File: src/rtl/bist_session_ctrl.sv
// BIST session controller: takes the UUT over during idle windows, streams LFSR
// patterns, compresses responses into a MISR and checks it against a golden signature.
module bist_session_ctrl #(
  parameter int unsigned          DATA_W        = 32,
  parameter int unsigned          NUM_PATTERNS  = 64,
  parameter logic [DATA_W-1:0]    POLY          = DATA_W'(32'h04C11DB7),
  parameter logic [DATA_W-1:0]    SEED          = DATA_W'(32'hACE1_0001),
  parameter int unsigned          OUTST_W       = 8,
  parameter int unsigned          DRAIN_TIMEOUT = 255
) (
  input  logic              clk,
  input  logic              rst_n,
  input  logic              bist_enable,
  input  logic              idle_trigger,
  input  logic              system_valid,
  input  logic [DATA_W-1:0] golden_sig,
  input  logic              rsp_valid,
  input  logic [DATA_W-1:0] rsp_data,
  output logic              bist_sel,
  output logic              pat_valid,
  output logic [DATA_W-1:0] pat_data,
  output logic              bist_busy,
  output logic              session_done,
  output logic              session_pass,
  output logic              session_fail,
  output logic              timeout_err,
  output logic [7:0]        abort_cnt
);

  localparam int unsigned IDX_W = (NUM_PATTERNS > 1) ? $clog2(NUM_PATTERNS) : 1;
  localparam int unsigned DRN_W = (DRAIN_TIMEOUT > 1) ? $clog2(DRAIN_TIMEOUT + 1) : 1;
  localparam logic [IDX_W-1:0] LAST_IDX = IDX_W'(NUM_PATTERNS - 1);
  localparam logic [DRN_W-1:0] DRN_MAX  = DRN_W'(DRAIN_TIMEOUT);

  typedef enum logic [2:0] {
    S_IDLE,
    S_RUN,
    S_DRAIN,
    S_CHECK,
    S_DONE
  } state_e;

  state_e              state_q;
  logic                armed_q;
  logic [DATA_W-1:0]   lfsr_q;
  logic [DATA_W-1:0]   misr_q;
  logic [IDX_W-1:0]    pat_idx_q;
  logic [OUTST_W-1:0]  outst_q;
  logic [DRN_W-1:0]    drain_cnt_q;
  logic                done_q;
  logic                pass_q;
  logic                fail_q;
  logic                tmo_q;
  logic [7:0]          abort_cnt_q;

  logic                in_session;
  logic                abort;
  logic                rsp_acc;
  logic                start;
  logic [DATA_W-1:0]   lfsr_d;
  logic [DATA_W-1:0]   misr_d;
  logic [OUTST_W-1:0]  outst_d;

  // System traffic wins immediately: the gating below has no register in the path.
  assign in_session = (state_q == S_RUN) || (state_q == S_DRAIN);
  assign abort      = in_session && (system_valid || !bist_enable);
  assign rsp_acc    = in_session && !abort && rsp_valid;
  assign start      = (state_q == S_IDLE) && bist_enable && idle_trigger
                      && !system_valid && armed_q;

  assign bist_sel     = in_session && !system_valid;
  assign pat_valid    = (state_q == S_RUN) && !system_valid && bist_enable;
  assign pat_data     = lfsr_q;
  assign bist_busy    = in_session || (state_q == S_CHECK);
  assign session_done = done_q;
  assign session_pass = pass_q;
  assign session_fail = fail_q;
  assign timeout_err  = tmo_q;
  assign abort_cnt    = abort_cnt_q;

  assign lfsr_d = {lfsr_q[DATA_W-2:0], 1'b0} ^ (lfsr_q[DATA_W-1] ? POLY : '0);
  assign misr_d = ({misr_q[DATA_W-2:0], 1'b0} ^ (misr_q[DATA_W-1] ? POLY : '0)) ^ rsp_data;

  // A pattern issued and a response accepted in the same cycle cancel out.
  always_comb begin
    outst_d = outst_q;
    if (pat_valid && !rsp_acc) begin
      if (outst_q != '1) outst_d = outst_q + OUTST_W'(1);
    end else if (rsp_acc && !pat_valid) begin
      if (outst_q != '0) outst_d = outst_q - OUTST_W'(1);
    end
  end

  always_ff @(posedge clk or negedge rst_n) begin
    if (!rst_n) begin
      state_q     <= S_IDLE;
      armed_q     <= 1'b1;
      lfsr_q      <= SEED;
      misr_q      <= '0;
      pat_idx_q   <= '0;
      outst_q     <= '0;
      drain_cnt_q <= '0;
      done_q      <= 1'b0;
      pass_q      <= 1'b0;
      fail_q      <= 1'b0;
      tmo_q       <= 1'b0;
      abort_cnt_q <= '0;
    end else begin
      done_q <= 1'b0;
      pass_q <= 1'b0;
      fail_q <= 1'b0;
      tmo_q  <= 1'b0;
      if (!idle_trigger) armed_q <= 1'b1;
      if (rsp_acc) misr_q <= misr_d;
      outst_q <= outst_d;
      if (abort && (abort_cnt_q != 8'hFF)) abort_cnt_q <= abort_cnt_q + 8'd1;

      case (state_q)
        S_IDLE: begin
          if (start) begin
            state_q   <= S_RUN;
            lfsr_q    <= SEED;
            misr_q    <= '0;
            pat_idx_q <= '0;
            outst_q   <= '0;
            armed_q   <= 1'b0;
          end
        end
        S_RUN: begin
          if (abort) begin
            state_q <= S_IDLE;
          end else begin
            lfsr_q    <= lfsr_d;
            pat_idx_q <= pat_idx_q + IDX_W'(1);
            if (pat_idx_q == LAST_IDX) begin
              state_q     <= S_DRAIN;
              drain_cnt_q <= '0;
            end
          end
        end
        S_DRAIN: begin
          if (abort) begin
            state_q <= S_IDLE;
          end else begin
            drain_cnt_q <= drain_cnt_q + DRN_W'(1);
            if (outst_d == '0) begin
              state_q <= S_CHECK;
            end else if (drain_cnt_q == DRN_MAX) begin
              state_q <= S_DONE;
              done_q  <= 1'b1;
              fail_q  <= 1'b1;
              tmo_q   <= 1'b1;
            end
          end
        end
        S_CHECK: begin
          state_q <= S_DONE;
          done_q  <= 1'b1;
          pass_q  <= (misr_q == golden_sig);
          fail_q  <= (misr_q != golden_sig);
        end
        S_DONE: begin
          state_q <= S_IDLE;
        end
        default: begin
          state_q <= S_IDLE;
        end
      endcase
    end
  end

endmodule

File: config.mk
export PLATFORM = sky130hd
export DESIGN_NAME = bist_session_ctrl
export DESIGN_NICKNAME = d
export VERILOG_FILES = /design/src/rtl/bist_session_ctrl.sv
export SDC_FILE = /design/constraint.sdc
export NUM_CORES = 1
export LEC_CHECK = 0
export BUFFER_PORTS_ARGS = -buffer_cell sky130_fd_sc_hd__buf_2
export CAP_MARGIN = 15
export CORE_MARGIN = 1.5
export CORE_UTILIZATION = 60
export DETAILED_ROUTE_END_ITERATION = 12
export GPL_ROUTABILITY_DRIVEN = 0
export GPL_TIMING_DRIVEN = 1
export PLACE_DENSITY_LB_ADDON = 0.25
export SLEW_MARGIN = 20
export SYNTH_ARGS = -nofsm -noshare
export SYNTH_HDL_FRONTEND = slang
export SYNTH_SLANG_ARGS = --single-unit
File: constraint.sdc
create_clock -name clk -period 3.8 [get_ports clk]
set_input_delay 0.76 -clock clk [delete_from_list [all_inputs] [get_ports clk]]
set_output_delay 0.76 -clock clk [all_outputs]
set_load 0.05 [all_outputs]
==> results of run 1 <==
## cell families after synthesis
kind of cell    count (synthesis)
flops                         102
buf+inv                        46
fa+ha+maj                       6
mux                             4
simple gates                  247
compound gates                 96
xor+xnor                      110
## cell type report
| type | count | share of cell area, % |
|---|---|---|
| inverter | 10 | 0.582 |
| sequential | 102 | 39.8 |
| timing repair buffer | 122 | 9.74 |
| clock inverter | 6 | 0.815 |
| multi-input combinational | 463 | 44.8 |
| clock buffer | 10 | 2.13 |
| tap | 111 | 2.15 |
## worst max-delay path: stages (launching register included)
cell     delay [ns]
dfrtp_1        0.58
nor3b_2        0.23
buf_4          0.26
nand2_1        0.21
inv_1          0.33
buf_2          0.34
## per-layer routing
layer  vias up  global-route usage (%)
met1      2321                    40.2
met3        20                    4.46
met5         -                       0
li1       2289                       -
met2       193                    44.4
met4         0                    8.56
## worst max path at each step
| stage | from | end | slack, ns |
|---|---|---|---|
| 4_1_cts | state_q[0] | pat_valid | 0.73 |
| 3_5_place_dp | system_valid | pat_data[17] | 0.93 |
| 3_3_place_gp | bist_enable | pat_valid | 0.97 |
| 2_1_floorplan | bist_enable | pat_valid | 1.22 |
| 6_report | state_q[0] | pat_valid | 0.72 |
| 5_1_grt | state_q[0] | pat_valid | 0.54 |
## placed cells by master (no fill, tap or decap), drive strengths merged, types with 10 or more instances in the layout
cell    netlist  layout
a21oi        21      21
nand4        17      17
nor3         13      13
o31ai        11      11
a211oi       21      21
nand2       101     101
inv          10      13
o21ai        18      18
dfrtp        92      92
buf           9     122
nand3        24      24
clkbuf       27      10
dfstp        10      10
nor2         54      54
xnor2       101     101
## synth_stat cells (2+ instances only)
master,instances,area [um^2]
and3_1,9,56.3
a31oi_1,8,50.1
nor4_1,4,25.0
inv_1,10,37.5
a211oi_1,21,158
nor2b_1,2,12.5
nor3_1,12,60.1
o21ai_1,4,20.0
mux2_2,3,33.8
o311ai_0,3,26.3
ha_1,6,75.1
or3_1,4,25.0
xor2_1,9,78.8
nor2_1,54,203
clkbuf_1,27,101
nand4_1,17,106
dfrtp_1,92,2300
nand2b_1,6,37.5
nand3_1,24,120
dfstp_2,10,263
buf_2,8,40.0
nand2_1,101,379
xnor2_1,101,885
a21oi_1,21,105
o31ai_1,11,82.6
o22ai_1,2,12.5
o21ai_0,14,70.1
## registers in the layout, indices dropped and copies added, names as in the netlist, 3 cells and up
| register | cells |
|---|---|
| abort_cnt | 8 |
| drain_cnt_q | 8 |
| misr_q | 32 |
| outst_q | 8 |
| pat_data | 32 |
| pat_idx_q | 6 |
| state_q | 3 |
## power groups by stage
stage	clock, W	sequential, W	combinational (W)
after global routing	0.000713	0.00138	0.000870
after CTS	0.000672	0.00136	0.000799
after floorplan	0	0.00152	0.000427
after global placement	0	0.00137	0.000773
final	0.000658	0.00136	0.000796
after detailed placement	0	0.00138	0.000794
## through the flow
step / power, W / utilization [%] / hold WS [ns] / worst slack, ns
2_1_floorplan: 0.00195 / - / 0.460 / 1.22
3_3_place_gp: 0.00215 / 68.4 / 0.464 / 0.970
3_5_place_dp: 0.00217 / 68.4 / 0.465 / 0.930
4_1_cts: 0.00283 / 70.5 / 0.489 / 0.726
5_1_grt: 0.00297 / 70.5 / 0.511 / 0.537
6_report: 0.00282 / 70.5 / 0.488 / 0.723
==> results by group, run 1 <==
Min path
  – Hold EP: pat_data[27]
  – Hold Crit Class: register to register
  – Hold Path Origin: pat_data[26]
  – Worst Hold Depth: 2

STA
  – Final Setup Violations: 0
  – Pins Over Slew Limit: 0
  – Clk_skew: ~0.012 ns
  – Final Cycle Share: 81.0%
  – Fin crit period: 3.08 ns
  – Unrepaired setup endpoints after global routing: false
  – Max Fclk: 325 MHz
  – Setup TNS: 0 ns
  – Rel. slew slack: 34.5%
  – Worst-Margin Slew: between 0.9 and 1 ns
  – Fin. Hold Viols: 0

CTS
  – H-tree depth: 3
  – Latest clock arrival within the worst-skew pair: between 0.3 and 0.4 ns
  – CTS tree: yes
  – Setup bufs post-CTS: 0
  – Num CTS Buffers: 9
  – Cts repair resizes: 0
  – # clock sinks: 102
  – Deepest clock path buffer count: 2
  – Hold_buf cts: 0
  – Root buf cell: clkbuf_8
  – Reg clk slew, reported paths: around 0.10 ns

Worst setup path
  – Worst EP required: 3.04 ns
  – Worst-path fanout max: 20
  – CP arrival: around 2.3 ns
  – Reg2reg setup slack: ~1.1 ns
  – Reg2reg end: state_q[1]
  – Reg2reg start: state_q[0]
  – Startpoint types: register
  – Reg2Reg Depth: 6
  – Crit. End Element: output pin
  – Worst setup path class: register to output pin

Floorplan
  – Core Box Area: 0.00915 mm^2
  – Die X: 99.9 um
  – Die height: 99.9 um
  – Starting Density: 61.5%
  – Io pins: 117
  – Rows: 35
  – Full die area: 0.00997 mm^2

Global route
  – Pin count of the biggest net entering global routing: 80
  – Vias in the first global route: between 4,000 and 5,000
  – Initial antenna violation count: 0
  – GRT Util Overall: 28.1%
  – Remaining Overflow, GRT: 0
  – First-pass GRT wire length: 22,300 um

Power
  – Clk pwr share: 23.4%
  – VDD IR-drop max: between 0.0004 and 0.0005 V
  – Sw frac: 36.8%
  – Sequential share of power: 48.3%
  – Combinational power share: 28.3%
  – P per Cell Area: 436 mW/mm^2
  – Total internal power: about 0.0018 W
  – Psw: 0.00104 W
  – Leakage: 2.88 nW

Synth
  – Xor/xnor cell area share of the yosys netlist: 17.1%
  – Ys Warns: 0
  – Unique masters post-synth: 55
  – Primary FF master, synth: dfrtp_1
  – Syn Area/Cell: 9.22 um^2
  – Yosys reg bits: 102
  – Post-synthesis adder-cell area fraction: 1.33%
  – Largest family of logic cells by synthesized area: simple AND/OR/NAND/NOR gates
  – Synth async-reset ratio: 100%
  – Synthesized area: 0.00563 mm^2
  – Synth Instances: ~600
  – Post-synthesis sequential area ratio: 45.6%
  – Compound-Gate Fraction of Synth Area: 11.3%
  – Post-synth EDFFs: 0
  – Synth Area in Simple Gates: 20.6%
  – Mapped Nets: 687
  – Mux share of post-synthesis cell area: less than 1%

Route
  – Avg Vias per Cell: 5.85
  – DR pass1 iterations: 5
  – Met3 WL: 915 um
  – WL per Instance: roughly 16 um
  – Final ANT Viol Nets: 0
  – Post-route DRC violation count: 0
  – Top Layer Used: met4
  – Starting DRT DRC Count: 351
  – Routed WL: 13,400 um
  – Via count: 4,823
  – Met2 routed WL: 6410 um
  – M1 WL: 5870 um

Placement
  – Buffers on Ports: 116
  – Placement Cell Area: 0.00626 mm^2
  – Dpl hpwl: 9560 um
  – # placed instances: 808

Cells and area
  – Ant diodes: 0
  – Non-Filler Instances: 824
  – Area grow syn2layout: 14.6%
  – Cell area after layout: 0.00645 mm^2
  – Share of layout cells above drive strength 1: 22.6%
  – Storage element area: 0.00256 mm^2
  – Number of fillers in the final layout: approximately 700
  – Multi-input logic area: 0.00289 mm^2
  – Nets: 784

Run
  – # Max-Cap Violations: 0

Run status
  – Outcome: finished clean
Note: power is estimated with default switching activity, not from simulation.
==> inputs of run 2 (changes only) <==
--- a/config.mk
+++ b/config.mk
@@ -5,10 +5,11 @@
 export SDC_FILE = /design/constraint.sdc
 export NUM_CORES = 1
 export LEC_CHECK = 0
+export ABC_AREA = 1
 export BUFFER_PORTS_ARGS = -buffer_cell sky130_fd_sc_hd__buf_2
 export CAP_MARGIN = 15
 export CORE_MARGIN = 1.5
-export CORE_UTILIZATION = 60
+export CORE_UTILIZATION = 50
 export DETAILED_ROUTE_END_ITERATION = 12
 export GPL_ROUTABILITY_DRIVEN = 0
 export GPL_TIMING_DRIVEN = 1
==> constraint.sdc (replaced) <==
create_clock -name clk -period 2.82 [get_ports clk]
set_input_delay 0.564 -clock clk [delete_from_list [all_inputs] [get_ports clk]]
set_output_delay 0.564 -clock clk [all_outputs]
set_load 0.05 [all_outputs]
==> run 2 against run 1 <==
Cell area is 5.7% higher; largest cell class unchanged; via count up 4.3%; die area grew 22%; critical path type unchanged; critical endpoint is now bist_sel.
==> results by group, run 2 <==
Run status
  – Outcome: finished clean

Placement
  – Dpl hpwl: 10,200 um (+6.3%)
  – Buffers on Ports: 116 (unchanged)
  – # placed instances: 943 (+17%)

Cells and area
  – Commonest non-fill, non-tap cells in the layout: 137 x nand2_1, 115 x buf_2, 92 x dfrtp_1
  – Nets: 887 (+13%)
  – Commonest non-fill, non-tap cell in the layout: nand2_1
  – Non-Filler Instances: 959 (+16%)
  – Ant diodes: 0 (unchanged)
  – Area grow syn2layout: 18.0%
  – Share of layout cells above drive strength 1: 25.0% (+2.4 points)
  – Core Util, Final: 60.2% (-10 points)
  – Number of fillers in the final layout: 1,013 (+43%)

Global route
  – First-pass GRT wire length: 23,200 um (+4.0%)
  – Initial antenna violation count: 0 (unchanged)
  – Pin count of the biggest net entering global routing: 56 (-30%)
  – GRT Util Overall: 23.3% (-4.7 points)
  – Vias in the first global route: 4,885 (+6.1%)
  – Remaining Overflow, GRT: 0 (unchanged)

Synth
  – Synthesized area: 0.00578 mm^2 (+2.6%)
  – Top-count cell post-synth: nand2_1
  – Unique masters post-synth: 43 (-22%)
  – Synth area leader: dfrtp_1
  – Yosys top cell area share: 39.8% (-1.1 points)
  – Synth async-reset ratio: 100% (unchanged)
  – Primary FF master, synth: dfrtp_1
  – Synth Instances: 702 (+15%)
  – Mapped Nets: 778 (+13%)
  – Post-synth EDFFs: 0 (unchanged)
  – Post-synthesis sequential area ratio: 44.4% (-1.2 points)
  – Most frequent cells after synthesis: 137 x nand2_1, 92 x dfrtp_1, 66 x inv_1
  – Syn Area/Cell: 8.23 um^2 (-11%)
  – Yosys reg bits: 102 (unchanged)
  – Top cells by area, synth: dfrtp_1 40%, nand2_1 8.9%, xnor2_1 6.8%, dfstp_2 4.5%, inv_1 4.3%
  – Ys Warns: 0 (unchanged)

STA
  – Worst-Margin Slew: 0.736 ns (-0.247 ns)
  – Final Setup Violations: 0 (unchanged)
  – Pins Over Slew Limit: 0 (unchanged)
  – Fin. Hold Viols: 0 (unchanged)
  – Setup TNS: 0 ns (unchanged)
  – Unrepaired setup endpoints after global routing: false
  – Fin Hold WS: 0.278 ns (-0.210 ns)
  – Final Cycle Share: approximately 80%
  – Rel. slew slack: 51.0% (+16 points)
  – Max Fclk: 444 MHz
  – Clk_skew: 0.00786 ns (-0.00392 ns)
  – Fin crit period: 2.25 ns

Route
  – Final ANT Viol Nets: 0 (unchanged)
  – Routed WL: 13,600 um (+2.0%)
  – Avg Vias per Cell: 5.24 (-10%)
  – Starting DRT DRC Count: 400 (+14%)
  – DR pass1 iterations: 5 (unchanged)
  – WL per Instance: 14.2 um (-12%)
  – Post-route DRC violation count: 0 (unchanged)
  – Via count: 5,029 (+4.3%)

CTS
  – Latest clock arrival within the worst-skew pair: 0.35 ns (about the same)
  – Setup bufs post-CTS: 0 (unchanged)
  – H-tree depth: 3 (unchanged)
  – Cts repair resizes: 0 (unchanged)
  – Deepest clock path buffer count: 2 (unchanged)
  – # clock sinks: 102 (unchanged)
  – Num CTS Buffers: 9 (unchanged)
  – CTS tree: yes
  – Root buf cell: clkbuf_16
  – Hold_buf cts: 0 (unchanged)
  – Reg clk slew, reported paths: 0.07 ns (-0.03 ns)

Floorplan
  – Starting Density: 51.0% (-10 points)
  – Io pins: 117 (unchanged)
  – Core Box Area: 0.0113 mm^2 (+24%)
  – Die X: 111 um (+11%)
  – Die height: 111 um (+11%)
  – Full die area: 0.0122 mm^2 (+22%)
  – Rows: 39 (+11%)

Min path
  – Hold Crit Class: primary input to async pin

Power
  – Sequential share of power: 36.0% (-12 points)
  – Leakage: 3.36 nW (+17%)
  – P per Cell Area: 1030 mW/mm^2 (+140%)
  – Clk pwr share: 19.1% (-4.3 points)
  – Total internal power: 0.00388 W (+120%)
  – Psw: 0.00317 W (+210%)
  – Power Total: 0.00705 W (+150%)
  – Sw frac: 45.0% (+8.1 points)
  – Combinational power share: 44.9% (+17 points)
  – VDD IR-drop max: 0.000806 V (+77%)

Run
  – # Max-Cap Violations: 0 (unchanged)

Worst setup path
  – Worst EP required: 2.26 ns (-0.78 ns)
  – Startpoint types: register
  – CP arrival: 1.69 ns (-0.63 ns)
  – Crit. End Element: output pin
  – Worst setup path class: register to output pin
  – Worst-path fanout max: 16 (-20%)
[run 2: cell types whose count changed in the layout (fill, tap and decap cells not counted), moves of 14 or more]
cell,change
inv_1,+56
nand2_1,+36
a211oi_1,-16
a21oi_1,+24
or2_2,+25
o21ai_0,+34
nand3_1,+14
xnor2_1,-56
[run 2: per-layer routing]
| metal | vias up | global-route usage (%) | part of all wire [%] | routed length (um) |
|---|---|---|---|---|
| met5 | - | 0 | 0 | 0 |
| met4 | 0 | 12.2 | 3.3 | 446 |
| met3 | 35 | 3.29 | 3.9 | 532 |
| met2 | 124 | 37.6 | 49 | 6650 |
| met1 | 2358 | 30.6 | 44 | 5990 |
| li1 | 2512 | - | - | - |
[run 2: final timing paths]
| kind | startpoint | endpoint | slack [ns] | cells after the start |
|---|---|---|---|---|
| max | state_q[1] | bist_sel | 0.57 | 6 |
| min | rst_n | misr_q[6] | 0.28 | 1 |
| max reg2reg | state_q[1] | pat_idx_q[5] | 0.65 | 12 |
| min reg2reg | armed_q | armed_q | 0.49 | 2 |
| max in group asynchronous | rst_n | pat_data[16] | 1.81 | 2 |
| min in group clk | idle_trigger | armed_q | 0.43 | 2 |
[run 2: power by group through the flow]
stage	Sequential [W]	Clock [W]	Combinational, W
2_1_floorplan	0.00315	0	0.00181
3_3_place_gp	0.00252	0	0.00311
3_5_place_dp	0.00255	0	0.00317
4_1_cts	0.00254	0.00137	0.00319
5_1_grt	0.00263	0.00143	0.00350
6_report	0.00254	0.00134	0.00317
[run 2: critical path, cell delays in order (launching register included)]
cell	delay, ns
dfrtp_1	0.44
nor2_2	0.18
nand2_4	0.18
nand2_1	0.13
inv_2	0.08
nor2_1	0.08
buf_2	0.26
[run 2: final cells by class]
class	count	area [um^2]	share of cell area, %
Clock buffer	11	243	3.56
Sequential cell	102	2560	37.6
Tap cell	143	179	2.62
Inverter	74	283	4.15
Multi-Input combinational cell	501	2820	41.3
Clock inverter	5	83.8	1.23
Timing Repair Buffer	123	648	9.50
[run 2: cells by family after synthesis]
family / synth area share [%]
XOR/XNOR: 10.2
adder cells (fa/ha/maj): 1.30
AND/OR/NAND/NOR: 24.6
buffers and inverters: 6.84
AO/OA/AOI/OAI: 12.7
flip-flops: 44.4
[run 2: metrics by stage]
step                      cell area [um^2]  setup WS (ns)
after floorplan                       5780          0.766
after global placement                6490          0.565
after detailed placement              6490          0.505
after CTS                             6820          0.556
after global routing                  6820          0.444
final                                 6820          0.565
